### config.mk
export PLATFORM = sky130hd
export DESIGN_NAME = gestor_interrupciones_flat
export DESIGN_NICKNAME = d
export VERILOG_FILES = /design/src/rtl/gestor_interrupciones_if.sv /design/src/rtl/gestor_interrupciones.sv /design/src/flat_wrapper.sv
export SDC_FILE = /design/constraint.sdc
export NUM_CORES = 1
export LEC_CHECK = 0
export ABC_AREA = 1
export CAP_MARGIN = 20
export CELL_PAD_IN_SITES_DETAIL_PLACEMENT = 0
export CELL_PAD_IN_SITES_GLOBAL_PLACEMENT = 1
export CORE_ASPECT_RATIO = 1.1
export CORE_MARGIN = 5
export CORE_UTILIZATION = 41
export DETAILED_ROUTE_END_ITERATION = 12
export DONT_BUFFER_PORTS = 1
export PLACE_DENSITY = 0.73
export SLEW_MARGIN = 20
export SYNTH_ARGS = -nofsm -noshare
export SYNTH_HDL_FRONTEND = slang
export SYNTH_SLANG_ARGS = --single-unit
### constraint.sdc
create_clock -name clk -period 1.4 [get_ports clk]
set_clock_uncertainty 0.15 [all_clocks]
set_input_delay 0.14 -clock clk [delete_from_list [all_inputs] [get_ports clk]]
set_output_delay 0.14 -clock clk [all_outputs]
set_load 0.005 [all_outputs]
### src/rtl/gestor_interrupciones_if.sv
// Signal bundle between the interrupt controller and the CPU-side logic.
// Request/accept: int_req stays high with vector/irq_id stable until int_ack (accept) or withdrawal.
interface gestor_interrupciones_if #(
  parameter int N_IRQ    = 3,
  parameter int PC_WIDTH = 10
);
  logic [N_IRQ-1:0]    irq;
  logic                ire;
  logic                mask_we;
  logic [N_IRQ-1:0]    mask_wd;
  logic                int_ack;
  logic                reti;
  logic                int_req;
  logic [PC_WIDTH-1:0] vector;
  logic [1:0]          irq_id;
  logic [N_IRQ-1:0]    pending;
  logic [N_IRQ-1:0]    in_service;
  logic                lost;
  logic [1:0]          state_dbg;

  modport master (
    output irq, ire, mask_we, mask_wd, int_ack, reti,
    input  int_req, vector, irq_id, pending, in_service, lost, state_dbg
  );

  modport slave (
    input  irq, ire, mask_we, mask_wd, int_ack, reti,
    output int_req, vector, irq_id, pending, in_service, lost, state_dbg
  );
endinterface

### src/rtl/gestor_interrupciones.sv
// Fixed-priority interrupt controller: synchronizes and edge-detects request lines,
// queues them as pending, and presents one masked request with its vector to the CPU.
module gestor_interrupciones #(
  parameter int                  N_IRQ      = 3,
  parameter int                  PC_WIDTH   = 10,
  parameter logic [PC_WIDTH-1:0] VEC_BASE   = 'h3F0,
  parameter int                  VEC_STRIDE = 4
) (
  input  logic                    clk,
  input  logic                    reset,
  gestor_interrupciones_if.slave  bus
);
  localparam int IDW = 2;

  typedef enum logic [1:0] {
    IDLE    = 2'd0,
    REQ     = 2'd1,
    SERVICE = 2'd2
  } state_e;

  state_e              state_q, state_d;
  logic [N_IRQ-1:0]    s1_q, s2_q, s3_q;
  logic [N_IRQ-1:0]    pending_q, pending_d;
  logic [N_IRQ-1:0]    mask_q, mask_d;
  logic [N_IRQ-1:0]    in_service_q, in_service_d;
  logic                int_req_q, int_req_d;
  logic [PC_WIDTH-1:0] vector_q, vector_d;
  logic [IDW-1:0]      irq_id_q, irq_id_d;
  logic                lost_q, lost_d;

  logic [N_IRQ-1:0]    edge_det;
  logic [N_IRQ-1:0]    eligible;
  logic [N_IRQ-1:0]    latched_bit;
  logic [N_IRQ-1:0]    ack_clear;
  logic [IDW-1:0]      winner;

  assign edge_det    = s2_q & ~s3_q;
  assign eligible    = pending_q & mask_q;
  assign latched_bit = N_IRQ'(1) << irq_id_q;

  // Scan from the top down so the lowest eligible index is the last one written.
  always_comb begin
    winner = '0;
    for (int i = N_IRQ - 1; i >= 0; i--) begin
      if (eligible[i]) winner = IDW'(i);
    end
  end

  always_comb begin
    state_d      = state_q;
    int_req_d    = int_req_q;
    vector_d     = vector_q;
    irq_id_d     = irq_id_q;
    in_service_d = in_service_q;
    ack_clear    = '0;
    case (state_q)
      IDLE: begin
        if (bus.ire && (|eligible)) begin
          irq_id_d  = winner;
          vector_d  = VEC_BASE + PC_WIDTH'(VEC_STRIDE) * PC_WIDTH'(winner);
          int_req_d = 1'b1;
          state_d   = REQ;
        end
      end
      REQ: begin
        if (bus.int_ack) begin
          ack_clear    = latched_bit;
          in_service_d = latched_bit;
          int_req_d    = 1'b0;
          state_d      = SERVICE;
        end else if (!bus.ire || !(|(eligible & latched_bit))) begin
          int_req_d = 1'b0;
          state_d   = IDLE;
        end
      end
      SERVICE: begin
        if (bus.reti) begin
          in_service_d = '0;
          state_d      = IDLE;
        end
      end
      default: state_d = IDLE;
    endcase
  end

  // A new edge wins over an ack clear on the same bit, so it is queued, not lost.
  always_comb begin
    pending_d = (pending_q & ~ack_clear) | edge_det;
    mask_d    = bus.mask_we ? bus.mask_wd : mask_q;
    lost_d    = bus.mask_we ? 1'b0 : lost_q;
    if (|(edge_det & pending_q & ~ack_clear)) lost_d = 1'b1;
  end

  always_ff @(posedge clk) begin
    if (reset) begin
      state_q      <= IDLE;
      s1_q         <= '0;
      s2_q         <= '0;
      s3_q         <= '0;
      pending_q    <= '0;
      mask_q       <= '1;
      in_service_q <= '0;
      int_req_q    <= 1'b0;
      vector_q     <= '0;
      irq_id_q     <= '0;
      lost_q       <= 1'b0;
    end else begin
      state_q      <= state_d;
      s1_q         <= bus.irq;
      s2_q         <= s1_q;
      s3_q         <= s2_q;
      pending_q    <= pending_d;
      mask_q       <= mask_d;
      in_service_q <= in_service_d;
      int_req_q    <= int_req_d;
      vector_q     <= vector_d;
      irq_id_q     <= irq_id_d;
      lost_q       <= lost_d;
    end
  end

  assign bus.int_req    = int_req_q;
  assign bus.vector     = vector_q;
  assign bus.irq_id     = irq_id_q;
  assign bus.pending    = pending_q;
  assign bus.in_service = in_service_q;
  assign bus.lost       = lost_q;
  assign bus.state_dbg  = state_q;
endmodule

### src/flat_wrapper.sv
// flat-port wrapper written by rule: the top's interface ports become plain ports
module gestor_interrupciones_flat 
#(
  parameter int                  N_IRQ      = 3,
  parameter int                  PC_WIDTH   = 10,
  parameter logic [PC_WIDTH-1:0] VEC_BASE   = 'h3F0,
  parameter int                  VEC_STRIDE = 4
)
  (clk, reset, bus_irq, bus_ire, bus_mask_we, bus_mask_wd, bus_int_ack, bus_reti, bus_int_req, bus_vector, bus_irq_id, bus_pending, bus_in_service, bus_lost, bus_state_dbg);
  gestor_interrupciones_if #(.N_IRQ(N_IRQ), .PC_WIDTH(PC_WIDTH)) bus_i ();
  input  logic clk;
  input  logic reset;
  input wire logic [$bits(bus_i.irq)-1:0] bus_irq;
  input wire logic [$bits(bus_i.ire)-1:0] bus_ire;
  input wire logic [$bits(bus_i.mask_we)-1:0] bus_mask_we;
  input wire logic [$bits(bus_i.mask_wd)-1:0] bus_mask_wd;
  input wire logic [$bits(bus_i.int_ack)-1:0] bus_int_ack;
  input wire logic [$bits(bus_i.reti)-1:0] bus_reti;
  output wire logic [$bits(bus_i.int_req)-1:0] bus_int_req;
  output wire logic [$bits(bus_i.vector)-1:0] bus_vector;
  output wire logic [$bits(bus_i.irq_id)-1:0] bus_irq_id;
  output wire logic [$bits(bus_i.pending)-1:0] bus_pending;
  output wire logic [$bits(bus_i.in_service)-1:0] bus_in_service;
  output wire logic [$bits(bus_i.lost)-1:0] bus_lost;
  output wire logic [$bits(bus_i.state_dbg)-1:0] bus_state_dbg;
  assign bus_i.irq = bus_irq;
  assign bus_i.ire = bus_ire;
  assign bus_i.mask_we = bus_mask_we;
  assign bus_i.mask_wd = bus_mask_wd;
  assign bus_i.int_ack = bus_int_ack;
  assign bus_i.reti = bus_reti;
  assign bus_int_req = bus_i.int_req;
  assign bus_vector = bus_i.vector;
  assign bus_irq_id = bus_i.irq_id;
  assign bus_pending = bus_i.pending;
  assign bus_in_service = bus_i.in_service;
  assign bus_lost = bus_i.lost;
  assign bus_state_dbg = bus_i.state_dbg;
  gestor_interrupciones #(.N_IRQ(N_IRQ), .PC_WIDTH(PC_WIDTH), .VEC_BASE(VEC_BASE), .VEC_STRIDE(VEC_STRIDE)) u_core (.clk(clk), .reset(reset), .bus(bus_i));
endmodule
* Yosys cells after proc, flatten, opt, wreduce, memory -nomap -nowiden *
Cells that the tools add are included.

storage, ports and cells
  flip-flop bits (word level) = 34
  latch bits = 0
  RAM bits = 0
  bits in read-only memories = 0
  input port bits = 12
  output and inout bits = 22
  word-level logic and storage cells = 62
  memories = 0

cells by class
  $add $sub $neg = 1
  $mul = 0
  div/mod/pow operators = 0
  order comparisons = 0
  equal/unequal tests = 6
  shift operators = 1
  mux-type cells = 19
  bitwise gates (word level) = 9
  reduce and logical (&&, ||, !) cells = 15

operator list
  cell                                                                     count
  3-bit AND                                                                6
  2-bit 2-to-1 mux                                                         7
  3-bit 2-to-1 mux                                                         4
  3-bit AND reduction                                                      3
  3-bit OR reduction                                                       3
  5-bit by 5-bit adder with 6-bit output, first input constant             1
  3-bit inverter                                                           2
  2-bit case mux with 3 select lines                                       1
  3-bit case mux with 2 select lines                                       1
  2-bit nonzero test                                                       3
  1-bit 2-to-1 mux                                                         5
  2-bit inequality test, second input constant                             2
  3-bit by 2-bit inequality test with 1-bit output, second input constant  1
  3-bit bitwise OR                                                         1
  1-bit by 2-bit left shift with 3-bit output, first input constant        1
  2-bit by 1-bit equality test with 1-bit output, second input constant    1
  2-bit equality test, second input constant                               1
  1-bit zero test                                                          2
  2-bit zero test                                                          1
  2-bit by 1-bit inequality test with 1-bit output, second input constant  1
  1-bit case mux with 2 select lines                                       1
  2-bit AND reduction                                                      1
  1-bit logical AND                                                        1
  1-bit logical OR                                                         1

* Longest topological paths before layout *
  depth in word-level cells = 8
  depth in mapped cells = 8
  gate-level depth less buffers = 8

* Worst setup path before layout *
No wires, ideal clock.

  path type = register to register
  start = reg u_core.state_q[0] (netlist: u_core.bus.state_dbg[0])
  end = reg u_core.lost_q (netlist: u_core.bus.lost)
  library setup time = 128 ps
  arrival = 866 ps
  data required time = 1122 ps
  setup slack = 256 ps
  stages on the path, launching flop included = 8
  buffers on the path = 0
  clock period less this slack = 1144 ps
  cells stage by stage = dfxtp_1 > inv_1 > nor2_1 > nand3_1 > nand2_1 > nand2_1 > nor2_1 > nor2_1

on the way
  longest elaborated chain between the ends = 6
  elaborated cells on any way between the ends = 7
  those cells by class = 1 x eq/ne; 2 x mux; 2 x bitwise; 2 x reduce/logical

RTL lines
  what                                                    RTL line                      text
  start: declaration                                      gestor_interrupciones.sv:21   state_e state_q, state_d;
  start signal: assignment                                gestor_interrupciones.sv:108  state_q <= state_d;
  2-bit by 1-bit equality test with 1-bit output (*)      gestor_interrupciones.sv:56   case (state_q)
  3-bit 2-to-1 mux (*)                                    gestor_interrupciones.sv:56
  3-bit inverter (*)                                      gestor_interrupciones.sv:91   if (|(edge_det & pending_q & ~ack_clear)) lost_d = 1'b1;
  3-bit AND (*)                                           gestor_interrupciones.sv:91
  3-bit OR reduction (*)                                  gestor_interrupciones.sv:91
  1-bit 2-to-1 mux or 2-bit nonzero test (tied branches)  n/a
  end signal: assignment                                  gestor_interrupciones.sv:118  lost_q <= lost_d;
  end: declaration                                        gestor_interrupciones.sv:29   logic lost_q, lost_d;

Every way passes the cells marked *; elsewhere a longest branch is shown, timed or not.
A chain may end at the register's enable or synchronous reset.

==> results.toml <==
[outcome]
status = "finished clean"

[sta]
finalCritPeriodShare_pct = 91.5
rsz0062_at_grt = "false"
tightest_slew_ns = 0.660
hold_viol_final = 0
max_freq_mhz = 781
maxSlewHeadroom_pct = 56.0
drv_slew = 0
setup_viol = 0
setup_slack_ns = 0.119
tns_ns = 0
finalCriticalPeriod_ns = 1.28

[drt]
via_count = 858
drc = 0
antenna_left = 0
first_pass_iters = 4
viasPerCell = 4.49
drt_iter0_drc = 23
wire_per_inst_microns = 11.2
drt-total-wl_microns = 2140

[pwr]
cellPowerDensity_nw_per_um2 = 1000
vdd_ir_drop_max_v = 0.000722
p_leak_nw = 0.557
finalPower_mw = 1.22

[layout]
n_fill_cell = 253
antennaDiodeCount = 0
layout.nets = 173
stdcell_area_sq_um = 1220
final_common_cell = "nand2_1"
synthToLayoutAreaGrowth_pct = 15.4
fin_util_pct = 48.8
drive_above_1_share_pct = 8.75
layout_common_cells = "35 x nand2_1, 28 x inv_1, 23 x dfxtp_1"

[floorplanning]
ios = 34
die_w_microns = 58.4
die_h_microns = 63.2
dieArea_sq_um = 3690
design.core.area_sq_um = 2500
rows = 19
start_util_pct = 42.3

[synthesis]
synth.distinct_cells = 15
ys_seq_area_share_pct = 47.4
synthCells = 149
yosysWarnings = 0
syn-cell-area_sq_um = 1050
synth_area_per_cell_sq_um = 7.08
synth_seq_cells = 25

[grt]
grt_pass1_wl_microns = 3660
grt_usage_pct = 13.0
grt_pass1_vias = 880
grt-ovfl-total = 0
antenna_found_initial = 0
grt_max_degree = 18

[place]
io_buffers = 0
dp_slack_ns = 0.0880
dp_hpwl_microns = 1550
place.gp.congestion = 0.756
placed_cell_area_sq_um = 1050

[setup_path]
path_max_fanout = 5
cp-end-kind = "register"
arrival_ns = 1.33
crit_required_ns = 1.45
critPathKind = "reg -> reg"
start_kind = "register"
startpoint = "u_core.bus.vector[3]"
reg2reg_from = "u_core.bus.vector[3]"

[clock_network]
clock_latency_ns = 0.32
cts_root_buffer = "clkbuf_4"
htree_levels = 1
path_clk_slew_ns = 0.14
clockBufferDepth = 2
cts-buffers-inserted = 3
cts_sinks = 25
cts_tree = "built"

[hold_path]
hold_class = "in -> reg"
min-delay-start = "reset"

[job]
drv_cap = 0
-- cell usage after synthesis (all sizes together) --
library cell	instances	area share [%]
nand3b	1	0.71
nand4	3	1.8
a21oi	12	5.7
conb	1	0.36
nand2	36	13
buf	9	6.4
inv	28	10
o21ai	1	0.47
clkbuf	2	0.71
nand3	10	5.7
nor2	21	7.7
dfxtp	25	47
-- worst paths after layout --
kind | endpoint | cells after the start | slack, ns
max reg2reg | u_core.bus.lost | 7 | 0.12
max | u_core.bus.lost | 7 | 0.12
min | u_core.s1_q[1] | 2 | 0.26
min reg2reg | u_core.s2_q[2] | 2 | 0.27
-- cell type report --
cell class / instances / area (sq um) / share of cell area, %
clock inverters: 1 / 7.51 / 0.617
clock buffers: 3 / 22.5 / 1.85
inverters: 28 / 105 / 8.63
multi-input cells: 86 / 378 / 31.0
well taps: 31 / 38.8 / 3.19
flip-flops and latches: 25 / 503 / 41.3
repair buffers: 17 / 163 / 13.4
-- worst max-delay path: stages, from the launching register on --
cell	delay, ns
dfxtp_1	0.46
inv_1	0.13
nor2_2	0.12
nand2_2	0.08
nand2_1	0.06
nand2_1	0.05
nor2_1	0.08
nor2_1	0.04
-- logic make-up after synthesis --
logic type	share of synthesized area, %
DFF	47.4
AOI/OAI and AO/OA	6.17
buffers and inverters	17.1
and+or+nand+nor	28.9
other	0.356
-- sequential cells by signal (all words and copies together), names as in the netlist --
signal	flops
u_core.s2_q	3
u_core.bus.vector	2
u_core.bus.in_service	3
u_core.bus.pending	3
u_core.s3_q	3
u_core.bus.irq_id	1
u_core.bus.state_dbg	2
u_core.mask_q	3
u_core.bus.int_req	1
u_core.bus.lost	1
u_core.s1_q	3
-- timing repair --
action / 4_1_cts / 5_1_grt
setup endpoints to repair: 0 / 3
hold buffers: 13 / 0
resized for setup: 0 / 3
endpoints found under the hold margin: 25 / 0
buffers inserted: 0 / 0
-- stage by stage --
stage               hold slack [ns]  instances
floorplan                    0.0591        150
global placement             0.0624        174
detailed placement           0.0634        174
CTS                           0.246        191
global route                  0.235        191
finish                        0.262        191
-- per-layer routing --
layer | vias to the layer above | GRT usage, % | wire (microns)
met3 | 4 | 3.47 | 149
met1 | 371 | 13.8 | 867
met2 | 18 | 22.6 | 1090
met5 | - | 0 | 0
li1 | 465 | - | -
met4 | 0 | 7.25 | 36
-- report_power, final --
| part | total [mW] | switching, mW | internal [mW] |
|---|---|---|---|
| Sequential | 0.762 | 0.0200 | 0.742 |
| Combinational | 0.130 | 0.0717 | 0.0585 |
| Clock | 0.325 | 0.216 | 0.109 |
| Total | 1.22 | 0.308 | 0.910 |
No activity file was read; power rests on OpenSTA's default activity.
